[config.mk]
export PLATFORM = sky130hd
export DESIGN_NAME = round_timer
export DESIGN_NICKNAME = d
export VERILOG_FILES = /design/src/rtl/game_pkg.sv /design/src/rtl/tick_prescaler.sv /design/src/rtl/round_timer.sv
export SDC_FILE = /design/constraint.sdc
export NUM_CORES = 1
export LEC_CHECK = 0
export CAP_MARGIN = 20
export CORE_MARGIN = 8
export CORE_UTILIZATION = 54
export CTS_BUF_LIST = sky130_fd_sc_hd__clkbuf_16
export DETAILED_ROUTE_END_ITERATION = 12
export HOLD_SLACK_MARGIN = 0.03
export PLACE_DENSITY = 0.85
export SETUP_SLACK_MARGIN = 0.02
export SYNTH_ARGS = -nofsm -noshare
export SYNTH_HDL_FRONTEND = slang
export SYNTH_HIERARCHICAL = 1
export SYNTH_SLANG_ARGS = --single-unit
export TNS_END_PERCENT = 10
[constraint.sdc]
create_clock -name clk -period 3.1 [get_ports clk]
set_input_delay 0.62 -clock clk [delete_from_list [all_inputs] [get_ports clk]]
set_output_delay 0.62 -clock clk [all_outputs]
set_load 0.02 [all_outputs]
[src/rtl/game_pkg.sv]
// Shared types and constants for the binary-counting game blocks.
package game_pkg;
  localparam int TICK_DIV_DEFAULT = 1000;
  localparam int TIME_W           = 8;
  localparam int PRESC_W          = 16;

  typedef enum logic [1:0] {IDLE, RUN, PAUSE, DONE} round_state_t;
endpackage

[src/rtl/tick_prescaler.sv]
// Divides clk down to one-cycle game-time ticks; holds its count while en is low.
module tick_prescaler
  import game_pkg::*;
#(
  parameter int TICK_DIV = TICK_DIV_DEFAULT
) (
  input  logic clk,
  input  logic rst,
  input  logic en,
  input  logic clr,
  output logic tick
);
  localparam logic [PRESC_W-1:0] LAST = PRESC_W'(TICK_DIV - 1);

  logic [PRESC_W-1:0] cnt;

  always_ff @(posedge clk or posedge rst) begin
    if (rst)      cnt <= '0;
    else if (clr) cnt <= '0;
    else if (en)  cnt <= (cnt == LAST) ? '0 : cnt + PRESC_W'(1);
  end

  // Tick marks the cycle whose closing edge wraps the count.
  assign tick = en && (cnt == LAST);
endmodule

[src/rtl/round_timer.sv]
// Per-round elapsed-time counter feeding the blink controller and the game FSM.
module round_timer
  import game_pkg::*;
#(
  parameter int TICK_DIV = TICK_DIV_DEFAULT
) (
  input  logic              clk,
  input  logic              rst,
  input  logic              start,
  input  logic              stop,
  input  logic              pause,
  input  logic [TIME_W-1:0] max_time,
  output logic [TIME_W-1:0] timer_value,
  output logic [TIME_W-1:0] max_time_q,
  output logic              running,
  output logic              timeout,
  output logic              expired,
  output logic              stopped
);
  round_state_t      state;
  logic              tick;
  logic [TIME_W-1:0] timer_inc;

  assign timer_inc = timer_value + TIME_W'(1);

  tick_prescaler #(.TICK_DIV(TICK_DIV)) u_presc (
    .clk  (clk),
    .rst  (rst),
    .en   (state == RUN),
    .clr  (start),
    .tick (tick)
  );

  always_ff @(posedge clk or posedge rst) begin
    if (rst) begin
      state       <= IDLE;
      timer_value <= '0;
      max_time_q  <= '0;
      running     <= 1'b0;
      timeout     <= 1'b0;
      expired     <= 1'b0;
      stopped     <= 1'b0;
    end else begin
      timeout <= 1'b0;
      if (start) begin
        timer_value <= '0;
        max_time_q  <= max_time;
        stopped     <= 1'b0;
        // A zero-length round expires on the spot.
        if (max_time == '0) begin
          state   <= DONE;
          running <= 1'b0;
          expired <= 1'b1;
          timeout <= 1'b1;
        end else begin
          state   <= RUN;
          running <= 1'b1;
          expired <= 1'b0;
        end
      end else begin
        case (state)
          RUN: begin
            if (stop) begin
              state   <= DONE;
              running <= 1'b0;
              stopped <= 1'b1;
            end else if (tick) begin
              timer_value <= timer_inc;
              if (timer_inc == max_time_q) begin
                state   <= DONE;
                running <= 1'b0;
                expired <= 1'b1;
                timeout <= 1'b1;
              end else if (pause) begin
                state <= PAUSE;
              end
            end else if (pause) begin
              state <= PAUSE;
            end
          end
          PAUSE: begin
            if (stop) begin
              state   <= DONE;
              running <= 1'b0;
              stopped <= 1'b1;
            end else if (!pause) begin
              state <= RUN;
            end
          end
          default: ;
        endcase
      end
    end
  end
endmodule

==> impl_metrics.csv, run 1 <==
group,metric,value,unit
outcome,outcome,"finished, final reports clean",
setup_path,r2r_slack,0.50,ns
clock_network,cts_max_path_buffers,2,
yosys,ys.flop_type,"dfrtp_1",
setup_path,critPathTopFamily,"simple AND/OR/NAND/NOR gates",
yosys,yosysMostFrequentCell,"dfrtp_1",
yosys,ys_top_cells_by_area,"dfrtp_1 (43%), xnor2_1 (5.1%), mux2_2 (4.1%)",
floorplan,start_util,55.8,%
setup_path,crit_arrival,2.81,ns
floorplan,die_area,0.00641,mm²
clock_network,postCtsHoldBufs,0,
final_layout,final_nets,277,
setup_path,slowest_stage,"or4_4",
timing,fin_worst_skew,0.00201,ns
timing,setup_violations,0,
job,cap_violations,0,
yosys,synth.yosys.seq_area_share,42.9,%
placement,hpwl,3.78,mm
detailed_routing,drt-initial-drc-count,171,
timing,period_minus_slack,2.60,ns
clock_network,worstSkewPairLatency,0.28,ns
clock_network,cts_resized,0,
detailed_routing,viasPerCell,6.15,
detailed_routing,wl,5.30,mm
detailed_routing,route.detailed.drc,0,
placement,io_buffers,32,
final_layout,layout-drive-gt1-share,10.3,%
setup_path,r2r-start,"u_presc/cnt[10]$_DFFE_PP0P_",
setup_path,path_cells,"or4_4, nor4_4, and2_1, nand3b_1, or3_2, a21oi_1",
setup_path,critPathBufInv,0,
floorplan,io_pins,33,
global_routing,grt_pass1_vias,1936,
power,irDropWorstVdd,0.328,mV
final_layout,area_growth,22.8,%
timing,hold_viol,0,
timing,slew_viol_final,0,
global_routing,grt_max_degree,33,
setup_path,worstSetupEndpoint,"timer_value[4]$_DFFE_PP0P_",
global_routing,grt_usage,17.4,%
timing,fin_setup_tns,0,ns
setup_path,critPathKind,"reg -> reg",
detailed_routing,detailroute.via_count,1913,
clock_network,cts_max_level,2,
timing,min_period_over_period,83.8,%
yosys,syn_nets,244,
final_layout,stdcell_area,0.00272,mm²
setup_path,start_kind,"flip-flop",
yosys,ys_ff_latch,38,
clock_network,clock-root-buffer,"clkbuf_16",
setup_path,worstSetupStartpoint,"u_presc/cnt[10]$_DFFE_PP0P_",
clock_network,clock_sinks,38,
yosys,yosysWarnings,6,
timing,worst_pin_slew,0.820,ns
yosys,synth-async-reset-ratio,100,%
clock_network,cts_buffers,5,
placement,placed_cell_area,0.00258,mm²
yosys,synth_cells,227,
timing,slew_headroom,45.2,%
yosys,netlist-cell-type-count,53,
yosys,synth_edf_count,0,
floorplan,core-area,0.00397,mm²
setup_path,worst_path_largest_cell_delay,0.59,ns
setup_path,crit_cells,6,
final_layout,nFillCells,311,
global_routing,antenna_found_initial,0,
final_layout,diodes,0,
floorplan,dieHeight,80.1,µm
detailed_routing,drt_pass1_iterations,4,
floorplan,chipWidth,80.1,µm
yosys,synth_top_area_share,42.9,%
final_layout,regArea,951,µm²
timing,rsz0062_at_grt,"no",
setup_path,critPathMaxFanout,9,
yosys,syn_area_per_cell,9.77,µm²
clock_network,cts_tree,"yes",
timing,fmax,385,MHz
yosys,yosysTopAreaCell,"dfrtp_1",
timing,setup_ws,0.503,ns
timing,whs,0.512,ns
hold_path,min_path_type,"reg -> reg",
setup_path,end_kind,"flip-flop",
setup_path,ff2ff_path_depth,6,
global_routing,grt_pass1_wl,8.98,mm
placement,finalWeightedCongestion,0.979,
clock_network,postCtsSetupBuffers,0,
setup_path,r2r-end,"timer_value[4]$_DFFE_PP0P_",
floorplan,rows,23,
yosys,ys_top_cells_by_count,"dfrtp_1 (38), nor2_1 (22), nand2_1 (14), a21oi_1 (13), xnor2_1 (13)",
clock_network,path_clk_slew,0.06,ns
placement,pre_cts_ws,0.513,ns
final_layout,multiInputGateArea,0.00120,mm²
power,p_per_area,452,mW/mm²
yosys,synth_area,0.00222,mm²
global_routing,grt-ovfl-total,0,
detailed_routing,routedWlPerCell,17.0,µm
setup_path,crit_required,3.31,ns
power,p_leak,1.09,nW
detailed_routing,drtAntennaViolNets,0,
[layout make-up]
class | instances | share of cell area (%)
timing repair buffer | 33 | 12.0
tap | 50 | 2.30
sequential | 38 | 34.9
multi-input combinational | 172 | 44.0
inverter | 10 | 1.38
clock buffer | 5 | 4.60
clock inverter | 3 | 0.781
[per-layer routing]
layer	share of wire (%)	up-vias	track usage, %
li1	-	902	-
met1	43	927	20.2
met2	50	73	29.8
met3	6.0	11	4.91
met4	1.5	0	6.18
met5	0	-	0
[power by group]
part	internal [mW]	switching [mW]	total, mW	leakage, nW
Sequential	0.518	0.0217	0.539	0.499
Combinational	0.0867	0.104	0.191	0.523
Clock	0.297	0.203	0.501	0.0698
Total	0.902	0.329	1.23	1.09
[how the worst min path moves through the flow]
stage	start	end	slack, ns	cells past startpoint
detailed placement	stopped$_DFFE_PP0P_	stopped$_DFFE_PP0P_	0.51	2
finish	stopped$_DFFE_PP0P_	stopped$_DFFE_PP0P_	0.51	2
global route	stopped$_DFFE_PP0P_	stopped$_DFFE_PP0P_	0.56	2
floorplan	u_presc/cnt[9]$_DFFE_PP0P_	u_presc/cnt[9]$_DFFE_PP0P_	0.48	1
CTS	stopped$_DFFE_PP0P_	stopped$_DFFE_PP0P_	0.53	2
global placement	stopped$_DFFE_PP0P_	stopped$_DFFE_PP0P_	0.48	2
[worst reg2reg max path, delay by kind of cell (launching register included)]
kind | cells | cell delay [ns]
AND/OR/NAND/NOR | 5 | 1.95
flip-flops | 1 | 0.42
AO/OA/AOI/OAI | 1 | 0.14
[state kept, by name (all words and copies together) (netlist names)]
| name | cells |
|---|---|
| expired | 1 |
| max_time_q | 8 |
| running | 1 |
| state | 2 |
| stopped | 1 |
| timeout | 1 |
| timer_value | 8 |
| u_presc/cnt | 16 |
[layout by cell type, fill, tap and decap left out, drive strengths merged, types with 2 or more instances in the layout]
master / instances
nand3: 9
o2111ai: 2
o21ai: 9
ha: 4
a221o: 2
inv: 10
clkdlybuf4s50: 32
or3: 5
o41ai: 2
clkinv: 2
clkbuf: 5
mux2i: 2
a21o: 3
a21oi: 13
o211ai: 4
nor2b: 5
nand2: 14
nor2: 22
dfrtp: 38
mux2: 8
a31oi: 3
and3b: 2
nand3b: 2
or4: 3
nor3: 4
xor2: 8
nand4: 7
nor4: 7
and2: 2
xnor2: 13
[stage by stage]
step           power [mW]  util (%)  std cells
2_1_floorplan       0.662         -        227
3_3_place_gp        0.733      64.9        303
3_5_place_dp        0.739      64.9        303
4_1_cts              1.24      68.6        311
5_1_grt              1.29      68.6        311
6_report             1.23      68.6        311
[logic make-up after synthesis]
kind of cell             share of synthesized area [%]
AO/OA/AOI/OAI                                     16.4
AND/OR/NAND/NOR                                   22.1
XOR/XNOR                                          8.30
flip-flops                                        42.9
multiplexers                                      4.97
adder cells (fa/ha/maj)                           2.26
buffers and inverters                             3.10
(Power assumes the default switching activity.)
==> run 2, diff against run 1 <==
- CORE_UTILIZATION: 54 -> 49
- PLACE_DENSITY: 0.85 -> 0.81
- clock period: 3.1 -> 2.37 ns (I/O delays scaled with it)
==> run 2 against run 1 <==
  * Clock power rose by 27%
  * Core utilization fell by 1.7 points
  * Count of clock-buffer cells in the layout did not move
  * Via count rose by 3.7%
==> impl_metrics.csv, run 2 (synthesized netlist as in run 1, its figures left out) <==
group,metric,value,unit
clock_network,path_clk_slew,0.06,ns
global_routing,antenna_found_initial,0,
final_layout,final_nets,296,
floorplan,core-area,0.00435,mm²
floorplan,rows,24,
final_layout,finalNonFillerCells,332,
timing,rsz0062_at_grt,"yes",
global_routing,grt_max_degree,33,
clock_network,clock-root-buffer,"clkbuf_16",
placement,finalWeightedCongestion,0.831,
timing,slew_headroom,54.7,%
detailed_routing,viasPerCell,5.98,
timing,min_period_over_period,98.1,%
clock_network,cts_max_level,2,
final_layout,final_cell_mix,"dfrtp_1 (38), clkdlybuf4s50_1 (32), nor2_1 (22)",
clock_network,clock_sinks,38,
global_routing,grt_usage,16.2,%
global_routing,grt-ovfl-total,0,
setup_path,crit_arrival,2.53,ns
timing,hold_viol,0,
timing,fin_worst_skew,0.00741,ns
setup_path,slowest_stage,"or4_4",
setup_path,r2r_slack,0.05,ns
floorplan,die_area,0.00693,mm²
job,cap_violations,0,
floorplan,chipWidth,83.3,µm
setup_path,r2r-start,"u_presc/cnt[4]$_DFFE_PP0P_",
hold_path,min_path_type,"in -> async",
timing,fin_setup_tns,0,ns
detailed_routing,route.detailed.drc,0,
setup_path,r2r-end,"timer_value[5]$_DFFE_PP0P_",
final_layout,largest_reg_flops,16,
clock_network,postCtsHoldBufs,0,
placement,io_buffers,32,
timing,fmax,430,MHz
setup_path,critPathKind,"reg -> reg",
outcome,outcome,"finished, final reports clean",
final_layout,top_register,"u_presc/cnt",
setup_path,critPathBufInv,0,
final_layout,layout-drive-gt1-share,18.9,%
final_layout,largestRegisters,"u_presc/cnt: 16 flops, max_time_q: 8 flops, timer_value: 8 flops",
timing,period_minus_slack,2.32,ns
setup_path,worst_path_largest_cell_delay,0.54,ns
detailed_routing,routedWlPerCell,16.8,µm
floorplan,io_pins,33,
power,p_leak,1.19,nW
final_layout,area_growth,31.2,%
placement,hpwl,4.04,mm
detailed_routing,detailroute.via_count,1984,
final_layout,diodes,0,
global_routing,grt_pass1_wl,9.34,mm
detailed_routing,drtAntennaViolNets,0,
power,finalPower,1.61,mW
setup_path,critPathTopFamily,"simple AND/OR/NAND/NOR gates",
detailed_routing,drt-initial-drc-count,116,
setup_path,start_kind,"flip-flop",
clock_network,cts_buffers,5,
detailed_routing,wl,5.57,mm
clock_network,worstSkewPairLatency,0.28,ns
clock_network,cts_tree,"yes",
placement,placedCellCount,322,
floorplan,dieHeight,83.3,µm
detailed_routing,drt_pass1_iterations,4,
clock_network,cts_max_path_buffers,2,
power,irDropWorstVdd,0.340,mV
timing,setup_violations,0,
setup_path,ff2ff_path_depth,6,
timing,slew_viol_final,0,
floorplan,start_util,50.9,%
setup_path,path_cells,"or4_4, nor4_4, and2_4, nand3b_1, or3_1, a21oi_1",
global_routing,grt_pass1_vias,1954,
setup_path,critPathMaxFanout,8,
final_layout,mostFrequentLayoutCell,"dfrtp_1",
timing,worst_pin_slew,0.673,ns
setup_path,end_kind,"flip-flop",
power,p_per_area,553,mW/mm²
setup_path,crit_required,2.58,ns
-- run 2: cell types whose count changed in the layout (fill, tap and decap cells not counted), sizes merged --
| cell | delta |
|---|---|
| buf | +19 |
-- run 2: power breakdown --
part / internal [mW] / switching (mW)
Clock: 0.383 / 0.253
Combinational: 0.127 / 0.142
Sequential: 0.677 / 0.0258
Total: 1.19 / 0.421
-- run 2: how the worst max path moves through the flow --
| stage | from | end | slack, ns | cells after the start |
|---|---|---|---|---|
| 4_1_cts | u_presc/cnt[10]$_DFFE_PP0P_ | timer_value[3]$_DFFE_PP0P_ | 0.03 | 6 |
| 3_3_place_gp | u_presc/cnt[10]$_DFFE_PP0P_ | timer_value[4]$_DFFE_PP0P_ | 0.08 | 6 |
| 6_report | u_presc/cnt[4]$_DFFE_PP0P_ | timer_value[5]$_DFFE_PP0P_ | 0.05 | 6 |
| 2_1_floorplan | u_presc/cnt[10]$_DFFE_PP0P_ | timer_value[4]$_DFFE_PP0P_ | 0.04 | 6 |
| 3_5_place_dp | u_presc/cnt[10]$_DFFE_PP0P_ | timer_value[4]$_DFFE_PP0P_ | 0.01 | 6 |
| 5_1_grt | u_presc/cnt[4]$_DFFE_PP0P_ | timer_value[6]$_DFFE_PP0P_ | -0.04 | 7 |
-- run 2: metrics by stage --
step                area, µm²  hold slack, ns  utilization, %  setup WS [ns]
global route             2910           0.486            66.8        -0.0352
CTS                      2870           0.439            65.8         0.0255
floorplan                2220           0.388               -         0.0350
global placement         2720           0.479            62.4         0.0791
detailed placement       2720           0.489            62.4         0.0133
finish                   2910           0.440            66.8         0.0459
-- run 2: layer usage --
metal / share of wire [%] / global-route usage [%]
met1: 42 / 18.7
met2: 52 / 27.7
met3: 4.9 / 4.30
met4: 1.3 / 6.07
met5: 0 / 0
-- run 2: final cells by class --
class                      count  area, µm²
fill                         348       1450
inverter                      10       37.5
timing repair buffer          52        483
sequential                    38        951
clock inverter                 3       16.3
clock buffer                   5        125
multi-input combinational    172       1230
tap                           52       65.1
-- run 2: what timing repair did --
action                                  4_1_cts  5_1_grt
pin swaps                                     0        9
endpoints found under the setup margin        1        7
gates resized for setup                       2        9
setup buffers                                 0        2
endpoints found under the hold margin         0        0
==> run 3, diff against run 2 <==
- CTS_CLUSTER_DIAMETER: not set -> 150
==> results of run 3 <==
No change in the layout: final DEF, timing and power equal those of run 2.
